**src/rtl/iob_axistream_rx_packer.sv**
```systemverilog
// iob_axistream_rx_packer: packs AXI-Stream beats little-endian into words stored in a FWFT FIFO drained by CPU or DMA
module iob_axistream_rx_packer #(
    parameter int DATA_W      = 32,
    parameter int TDATA_W     = 8,
    parameter int FIFO_ADDR_W = 4
) (
    input  logic                   clk_i,
    input  logic                   arst_n_i,
    input  logic                   cke_i,
    input  logic                   enable_i,
    input  logic                   soft_reset_i,
    input  logic                   mode_i,
    input  logic                   tlast_clear_i,
    input  logic [FIFO_ADDR_W:0]   fifo_threshold_i,
    input  logic [TDATA_W-1:0]     axis_tdata_i,
    input  logic                   axis_tvalid_i,
    input  logic                   axis_tlast_i,
    output logic                   axis_tready_o,
    input  logic                   data_ren_i,
    output logic [DATA_W-1:0]      data_rdata_o,
    output logic [DATA_W-1:0]      sys_tdata_o,
    output logic                   sys_tvalid_o,
    input  logic                   sys_tready_i,
    output logic                   fifo_empty_o,
    output logic                   fifo_full_o,
    output logic [FIFO_ADDR_W:0]   fifo_level_o,
    output logic [DATA_W-1:0]      nwords_o,
    output logic                   tlast_detected_o,
    output logic                   interrupt_o
);
    localparam int R     = DATA_W / TDATA_W;
    localparam int BW    = (R > 1) ? $clog2(R) : 1;
    localparam int PW    = FIFO_ADDR_W + 1;
    localparam int DEPTH = 1 << FIFO_ADDR_W;

    logic [BW-1:0]     r_bcnt;
    logic [DATA_W-1:0] r_pword;
    logic [DATA_W-1:0] r_nwords;
    logic [DATA_W-1:0] r_hold;
    logic              r_tlast;
    logic [PW-1:0]     r_wptr;
    logic [PW-1:0]     r_rptr;
    logic [DATA_W-1:0] r_mem [DEPTH];

    logic [DATA_W-1:0] w_word;
    logic [DATA_W-1:0] w_head;
    logic              w_acc;
    logic              w_push;
    logic              w_pop;

    assign fifo_level_o     = r_wptr - r_rptr;
    assign fifo_empty_o     = r_wptr == r_rptr;
    assign fifo_full_o      = (r_wptr[FIFO_ADDR_W-1:0] == r_rptr[FIFO_ADDR_W-1:0]) & (r_wptr[FIFO_ADDR_W] != r_rptr[FIFO_ADDR_W]);
    assign axis_tready_o    = enable_i & ~soft_reset_i & ~fifo_full_o & ~r_tlast;
    assign w_acc            = axis_tvalid_i & axis_tready_o;
    assign w_push           = w_acc & (axis_tlast_i | (r_bcnt == BW'(R - 1)));
    assign w_pop            = ~soft_reset_i & enable_i & ~fifo_empty_o & (mode_i ? sys_tready_i : data_ren_i);
    assign w_head           = r_mem[r_rptr[FIFO_ADDR_W-1:0]];
    // an empty FIFO keeps showing the last word popped (zero after reset)
    assign data_rdata_o     = fifo_empty_o ? r_hold : w_head;
    assign sys_tdata_o      = data_rdata_o;
    assign sys_tvalid_o     = enable_i & mode_i & ~fifo_empty_o;
    assign nwords_o         = r_nwords;
    assign tlast_detected_o = r_tlast;
    assign interrupt_o      = (fifo_level_o >= fifo_threshold_i) & (|fifo_threshold_i);

    // merge the incoming beat into slot bcnt; untouched upper slots are already zero
    always_comb begin
        w_word = r_pword;
        for (int i = 0; i < R; i++)
            if (r_bcnt == BW'(i)) w_word[i*TDATA_W +: TDATA_W] = axis_tdata_i;
    end

    // FIFO storage, written at the tail on each push
    always_ff @(posedge clk_i)
        if (cke_i & w_push) r_mem[r_wptr[FIFO_ADDR_W-1:0]] <= w_word;

    // packing state, FIFO pointers, packet counter and tlast flag
    always_ff @(posedge clk_i or negedge arst_n_i) begin
        if (!arst_n_i) begin
            r_bcnt   <= '0;
            r_pword  <= '0;
            r_nwords <= '0;
            r_hold   <= '0;
            r_tlast  <= 1'b0;
            r_wptr   <= '0;
            r_rptr   <= '0;
        end else if (cke_i) begin
            if (soft_reset_i) begin
                r_bcnt   <= '0;
                r_pword  <= '0;
                r_nwords <= '0;
                r_hold   <= '0;
                r_tlast  <= 1'b0;
                r_wptr   <= '0;
                r_rptr   <= '0;
            end else begin
                if (w_push) r_wptr <= r_wptr + PW'(1);
                if (w_pop) begin
                    r_rptr <= r_rptr + PW'(1);
                    r_hold <= w_head;
                end
                if (w_push) begin
                    r_bcnt  <= '0;
                    r_pword <= '0;
                end else if (w_acc) begin
                    r_bcnt  <= r_bcnt + BW'(1);
                    r_pword <= w_word;
                end
                r_nwords <= (tlast_clear_i ? '0 : r_nwords) + DATA_W'(w_push);
                if (w_acc & axis_tlast_i) r_tlast <= 1'b1;
                else if (tlast_clear_i)   r_tlast <= 1'b0;
            end
        end
    end
endmodule
```
**config.mk**
```make
export PLATFORM = sky130hd
export DESIGN_NAME = iob_axistream_rx_packer
export DESIGN_NICKNAME = d
export VERILOG_FILES = /design/src/rtl/iob_axistream_rx_packer.sv
export SDC_FILE = /design/constraint.sdc
export NUM_CORES = 1
export LEC_CHECK = 0
export ABC_CLOCK_PERIOD_IN_PS = 16600
export CAP_MARGIN = 20
export CORE_MARGIN = 1.5
export CORE_UTILIZATION = 45
export CTS_BUF_LIST = sky130_fd_sc_hd__clkbuf_4 sky130_fd_sc_hd__clkbuf_8
export DETAILED_ROUTE_END_ITERATION = 8
export PLACE_DENSITY_LB_ADDON = 0.15
export SYNTH_ARGS = -nofsm -noshare
export SYNTH_HDL_FRONTEND = slang
export SYNTH_SLANG_ARGS = --single-unit
```
**constraint.sdc**
```tcl
create_clock -name clk_i -period 16.6 [get_ports clk_i]
set_clock_uncertainty 0.15 [all_clocks]
set_input_delay 2.49 -clock clk_i [delete_from_list [all_inputs] [get_ports clk_i]]
set_output_delay 2.49 -clock clk_i [all_outputs]
set_load 0.05 [all_outputs]
```
== Word-level counts from Yosys, hierarchy flattened ==
Memories as Yosys holds them, arrays and structs flattened.
Cells that the tools add are included.

* Flip-flop bits (word level): 109
* RAM bits: 512
* Memories kept: 1
* Logic and storage cells: 73

* Magnitude comparators: 1
* Add/sub/neg operators: 5
* Equal/unequal tests: 6
* Mux-type cells: 25
* Bitwise logic cells: 18
* Reductions and logical operators: 10

{| class="wikitable"
|+ Memories
! name !! depth !! width !! rd ports !! clocked after Yosys merged registers in !! write ports !! line !! text
|-
| r_mem || 16 || 32 || 1 || 0 || 1 || 43 || <nowiki>logic [DATA_W-1:0] r_mem [DEPTH];</nowiki>
|}

{| class="wikitable"
|+ Operators by type and width
! kind !! count
|-
| 2-to-1 mux 32 bit || 8
|-
| adder 32 x 1 -> 32 bit || 1
|-
| 2-to-1 mux 8 bit || 4
|-
| 2-to-1 mux 5 bit || 4
|-
| bitwise AND 1 bit || 13
|-
| adder 5 x 1 -> 5 bit, second input constant || 2
|-
| AND reduction 2 bit || 4
|-
| 2-to-1 mux 1 bit || 6
|-
| 2-to-1 mux 2 bit || 3
|-
| nonzero test 3 bit || 2
|-
| equality test 5 bit || 1
|-
| greater-or-equal comparator 5 bit || 1
|-
| OR reduction 5 bit || 1
|-
| subtractor 5 bit || 1
|-
| equality test 2 bit, second input constant || 2
|-
| equality test 4 bit || 1
|-
| inverter 1 bit || 4
|-
| nonzero test 2 bit || 2
|-
| adder 2 x 1 -> 2 bit, second input constant || 1
|-
| equality test 2 x 1 -> 1 bit, second input constant || 1
|-
| zero test 2 bit || 1
|-
| != test 1 bit || 1
|-
| bitwise OR 1 bit || 1
|}

== Depth between registers and ports, before layout ==
* Depth after elaboration: 10
* Depth in mapped cells: 16
* Gate-level depth less buffers: 11

== Least setup slack after synthesis ==
Ideal clock, no wire load.

* Path type: input to register
* From: input port cke_i
* To: memory r_mem[15][0], enable pin
* Library setup time: 520 ps
* Stages on the path: 5
* Path slack: 9277 ps
* Arrival: 6653 ps
* Cells stage by stage: buf_2 > nor2b_1 > buf_2 > o211ai_1 > nor4b_1

* Word-level cells in the longest chain between the ends: 3

{| class="wikitable"
|+ Ends and longest elaborated chain
! item !! line !! text
|-
| start, declared || 9 || <nowiki>input logic cke_i,</nowiki>
|-
| bitwise AND 1 bit || 76 || <nowiki>if (cke_i & w_push) r_mem[r_wptr[FIFO_ADDR_W-1:0]] <= w_word;</nowiki>
|-
| 2-to-1 mux 1 bit || 76 ||
|-
| 2-to-1 mux 1 bit (not written as such) || 76 ||
|-
| end, declared || 43 ||
|}

No other way between the ends.

== Final worst setup path ==
* From: register r_rptr[1]
* To: output port data_rdata_o[30]

* Word-level cells in the longest chain between the ends: 2
* Elaborated cells on any way between the ends: 3
* Those cells by class: eq/ne (1); mux (1); memory (1)

{| class="wikitable"
|+ Ends and longest elaborated chain
! item !! line !! text
|-
| start, declared || 42 || <nowiki>logic [PW-1:0] r_rptr;</nowiki>
|-
| start signal, assigned || 100 || <nowiki>r_rptr <= r_rptr + PW'(1);</nowiki>
|-
| memory (16 x 32 bit) or equality test 5 bit (tied branches) || - ||
|-
| 2-to-1 mux 32 bit * || 60 || <nowiki>assign data_rdata_o = fifo_empty_o ? r_hold : w_head;</nowiki>
|-
| end, declared || 20 || <nowiki>output logic [DATA_W-1:0] data_rdata_o,</nowiki>
|}

Every way passes the cells marked *; elsewhere a longest branch is shown, timed or not.

==> results by stage <==
Place:
- The half-perimeter wire length after placement is 34400 microns.
- At the end of routability-driven placement, the weighted congestion stood at 0.815.
- The number of port buffers is 130.

Routing:
- After detailed routing, the average wire length per cell comes to 24.3 microns.
- The number of remaining DRC errors is 0.
- The highest metal layer with signal wires is met4.
- In the detailed route, the total length drawn on met2 is 31200 microns.
- Using the TritonRoute via totals, the vias-per-cell ratio works out to 5.73.
- After detailed routing, the total wire length is 62700 microns.
- For this run, the detailed router's first-pass iteration total came to 4.
- Wire segments on met3 add up to 3050 microns in the final route.
- The routed metal-1 wire length is 26700 microns.
- The first routing iteration left 1126 violations.
- The detailed router placed 14800 vias in this run.
- The number of nets still failing antenna checks after routing is 0.

Clock tree:
- The clock tree from TritonCTS is done.
- The number of buffers inserted by hold repair at cts is 0.
- The clock latency on the worst-skew pair is 0.69 ns.
- Buffers inserted during clock tree synthesis total 101.
- In this run the deepest clock path goes through 3 buffers.
- The clock sink count is 621.
- In this run the post-CTS setup repair buffer count came out at 0.
- Post-CTS repair changed the size of 0 cells.
- The maximum level of the CTS H-tree is 3.
- Clock-pin slew was measured on the worst setup and hold paths at 0.06 ns.
- The cell sitting at the root of the clock tree is a clkbuf_8.

Worst setup path:
- The largest fanout on the critical path is 46.
- Measured in cells, the most critical reg-to-reg path has a length of 7.
- In this run the critical register-to-register path is launched from r_rptr[0]$_DFFE_PN0P_.
- The data required time at the worst endpoint is 13.96 ns.
- The worst setup path is launched from a flip-flop.
- The critical register-to-register path endpoint is r_mem[14][20]$_DFFE_PP_.
- For flop-to-flop paths, the worst setup slack is 12.27 ns.
- The element type at the critical path end is an output port.
- Data arrives at the worst endpoint at 4.71 ns.
- The critical path is of the flip-flop to output port type.

GRT:
- After global routing the overflow that remains totals 0.
- The number of global-route vias before repair was 15000.
- The number of antenna violations at the first check in global routing is 1.
- The first global-routing pass estimated 95000 microns of wire.
- The pin count of the biggest net entering global routing is 72.
- In the global route stage, overall resource usage came out at 21.5%.

Timing:
- The final hold violation count came to 0.
- In the final timing run, aggregate negative setup slack is 0 ns.
- At the pin with the least slew margin, the transition time is 1.02 ns.
- The post-route fraction of the period consumed by the critical path is 44.3%.
- Setup repair after global routing left no endpoint under its margin.
- The maximum achievable frequency is 136 MHz.
- The worst slew slack as a fraction of its limit is 32.1%.
- Hold timing on the final database bottoms out at a slack of 0.333 ns.
- The shortest period the worst path allows is 7.35 ns.
- Setup violations remaining at the end of the flow were counted as 0.
- The number of pins exceeding their max-slew limit in the final report is 0.

Power and ir drop:
- Sequential cells account for 51.4% of the total power.
- The part of the total power dissipated in combinational logic is 5.6%.
- The total internal power is 0.00256 W.
- In this run the power density over the cells is 109 nW/um^2.
- In this run switching power makes up 22.2% of total power.
- The switching power total is 0.000730 W.
- The largest voltage drop on the vdd net is 0.0841 mV.
- The static leakage power is 10.7 nW.
- The clock share of power is 43.0%.

Logic synthesis:
- The share of Yosys cell area claimed by the top area cell type is 59.0%.
- The gate count of the mapped netlist is 1591.
- The total number of yosys warnings is 0.
- For this run, asynchronously set or reset flops after synthesis account for 17.6%.
- Counting instances in the post-synthesis netlist gives the leading cell types as edfxtp_1 (512), nand2_1 (211), mux4_2 (128), dfrtp_1 (109), o21ai_0 (95).
- After synthesis, the cell types taking the most area are edfxtp_1 (59%), mux4_2 (11%), dfrtp_1 (10%).
- The most used flip-flop cell after synthesis is edfxtp_1.
- The proportion of synthesized chip area in sequential cells is 69.5%.
- The largest area contributor in the netlist is edfxtp_1.
- By instance count, the leading cell after synthesis is edfxtp_1.
- The average cell area after synthesis is 16.4 sq um.
- The mapped netlist covers 26000 sq um.
- The flip-flop and latch count after synthesis is 621.
- The number of distinct library cells after synthesis is 63.
- Yosys mapped a number of flops with a built-in enable equal to 512.
- The net count after synthesis is 1636.

Finish:
- The layout has 4642 filler cells.
- The post-route netlist has 22.8% of its cells at a drive strength greater than 1.
- The net count of the finished layout is 1779.
- Compared with the post-synthesis result, the final layout area differs by 16.3%.

Min path:
- The startpoint identified for the worst hold timing path is r_pword[31]$_DFFE_PN0P_.
- The class of the tightest hold or removal check is flip-flop to flip-flop.
- The end point of the most critical hold path is r_pword[31]$_DFFE_PN0P_.
- The worst hold path passes through 2 cells.

Status:
- The flow ran to the end, and the final reports show no timing, DRC or antenna violations.

Run:
- Across the run, the number of max-cap violations was 0.

Floorplanning:
- The floorplan step defined a die boundary enclosing 59300 sq um.
- The initialized floorplan defines 87 standard-cell rows.
- Measured along the y axis, the die boundary spans 244 microns.
- The floorplan die width is 244 microns.
- The starting density of the core is 45.8%.
- The placeable core region is 56800 sq um.
- The top-level port count is 131.
==> worst max path at each step <==
stage	cells after the start	slack (ns)	endpoint	start
floorplan	5	9.28	r_mem[15][0]$_DFFE_PP_	cke_i
global placement	8	9.41	interrupt_o	fifo_threshold_i[0]
detailed placement	4	9.36	axis_tready_o	soft_reset_i
CTS	8	9.07	data_rdata_o[30]	r_rptr[1]$_DFFE_PN0P_
global route	8	8.99	data_rdata_o[30]	r_rptr[1]$_DFFE_PN0P_
finish	8	9.25	data_rdata_o[30]	r_rptr[1]$_DFFE_PN0P_
==> layout make-up <==
type	instances	area [sq um]	area share [%]
Sequential cell	621	18100	59.8
Multi-Input combinational cell	818	7330	24.2
Clock buffer	158	1890	6.23
Timing Repair Buffer	167	1580	5.21
Tap cell	756	946	3.12
Clock inverter	30	319	1.05
Inverter	25	95.1	0.314
Antenna cell	1	2.50	0.00827
==> per-layer routing <==
layer / vias to the layer above / GRT usage (%)
met5: - / 0
met4: 0 / 7.17
met3: 112 / 3.76
met2: 401 / 35.8
met1: 7709 / 28.8
li1: 6535 / -
==> power by group through the flow <==
stage	Clock (W)	Combinational (W)	Sequential [W]
after global routing	0.00152	0.000196	0.00169
after global placement	0	0.000184	0.00172
final	0.00141	0.000184	0.00169
after floorplan	0	0.000128	0.00172
after detailed placement	0	0.000186	0.00172
after CTS	0.00145	0.000187	0.00169
==> placed cells by master, fill, tap and decap left out, types with 33 or more instances in the layout <==
master	Yosys	routed
buf_4	35	38
clkbuf_4	0	46
clkbuf_8	0	112
clkdlybuf4s50_1	0	129
dfrtp_1	109	105
edfxtp_1	512	512
mux2_2	33	33
mux2i_1	36	36
mux4_2	128	128
nand2_1	211	211
nor2_1	65	52
o21ai_0	95	95
==> worst max-delay path, cell delays in order, from the launching register on <==
cell and delay (ns):
dfrtp_2 0.37, clkinv_2 0.45, ha_1 0.52, nand4_1 0.28, nor2_4 0.54, buf_4 0.59, nand2_1 0.10, o21ai_0 0.24
clkdlybuf4s50_1 0.91
==> metrics by stage <==
| step | utilization, % | cell area, sq um | setup slack, ns | total power (W) | std cells |
|---|---|---|---|---|---|
| 5_1_grt | 53.3 | 30300 | 8.99 | 0.00341 | 2576 |
| 6_report | 53.3 | 30300 | 9.25 | 0.00329 | 2576 |
| 3_5_place_dp | 49.4 | 28100 | 9.36 | 0.00191 | 2387 |
| 2_1_floorplan | - | 26000 | 9.28 | 0.00185 | 1591 |
| 4_1_cts | 53.3 | 30300 | 9.07 | 0.00333 | 2575 |
| 3_3_place_gp | 49.4 | 28100 | 9.41 | 0.00191 | 2387 |
==> cells by family after synthesis <==
logic type | count (synthesis) | synth area share, %
AO/OA/AOI/OAI | 222 | 5.98
XOR/XNOR | 7 | 0.235
adder cells (fa/ha/maj) | 21 | 1.04
buffers and inverters | 152 | 2.83
flip-flops | 621 | 69.5
multiplexers | 197 | 13.9
AND/OR/NAND/NOR | 371 | 6.52
==> registers in the layout (all words and copies together), names as in the netlist <==
name,count
r_mem,512
r_wptr,5
r_bcnt,2
r_pword,32
r_hold,32
r_rptr,5
nwords_o,32
tlast_detected_o,1
Power figures use the tool's default switching activity.
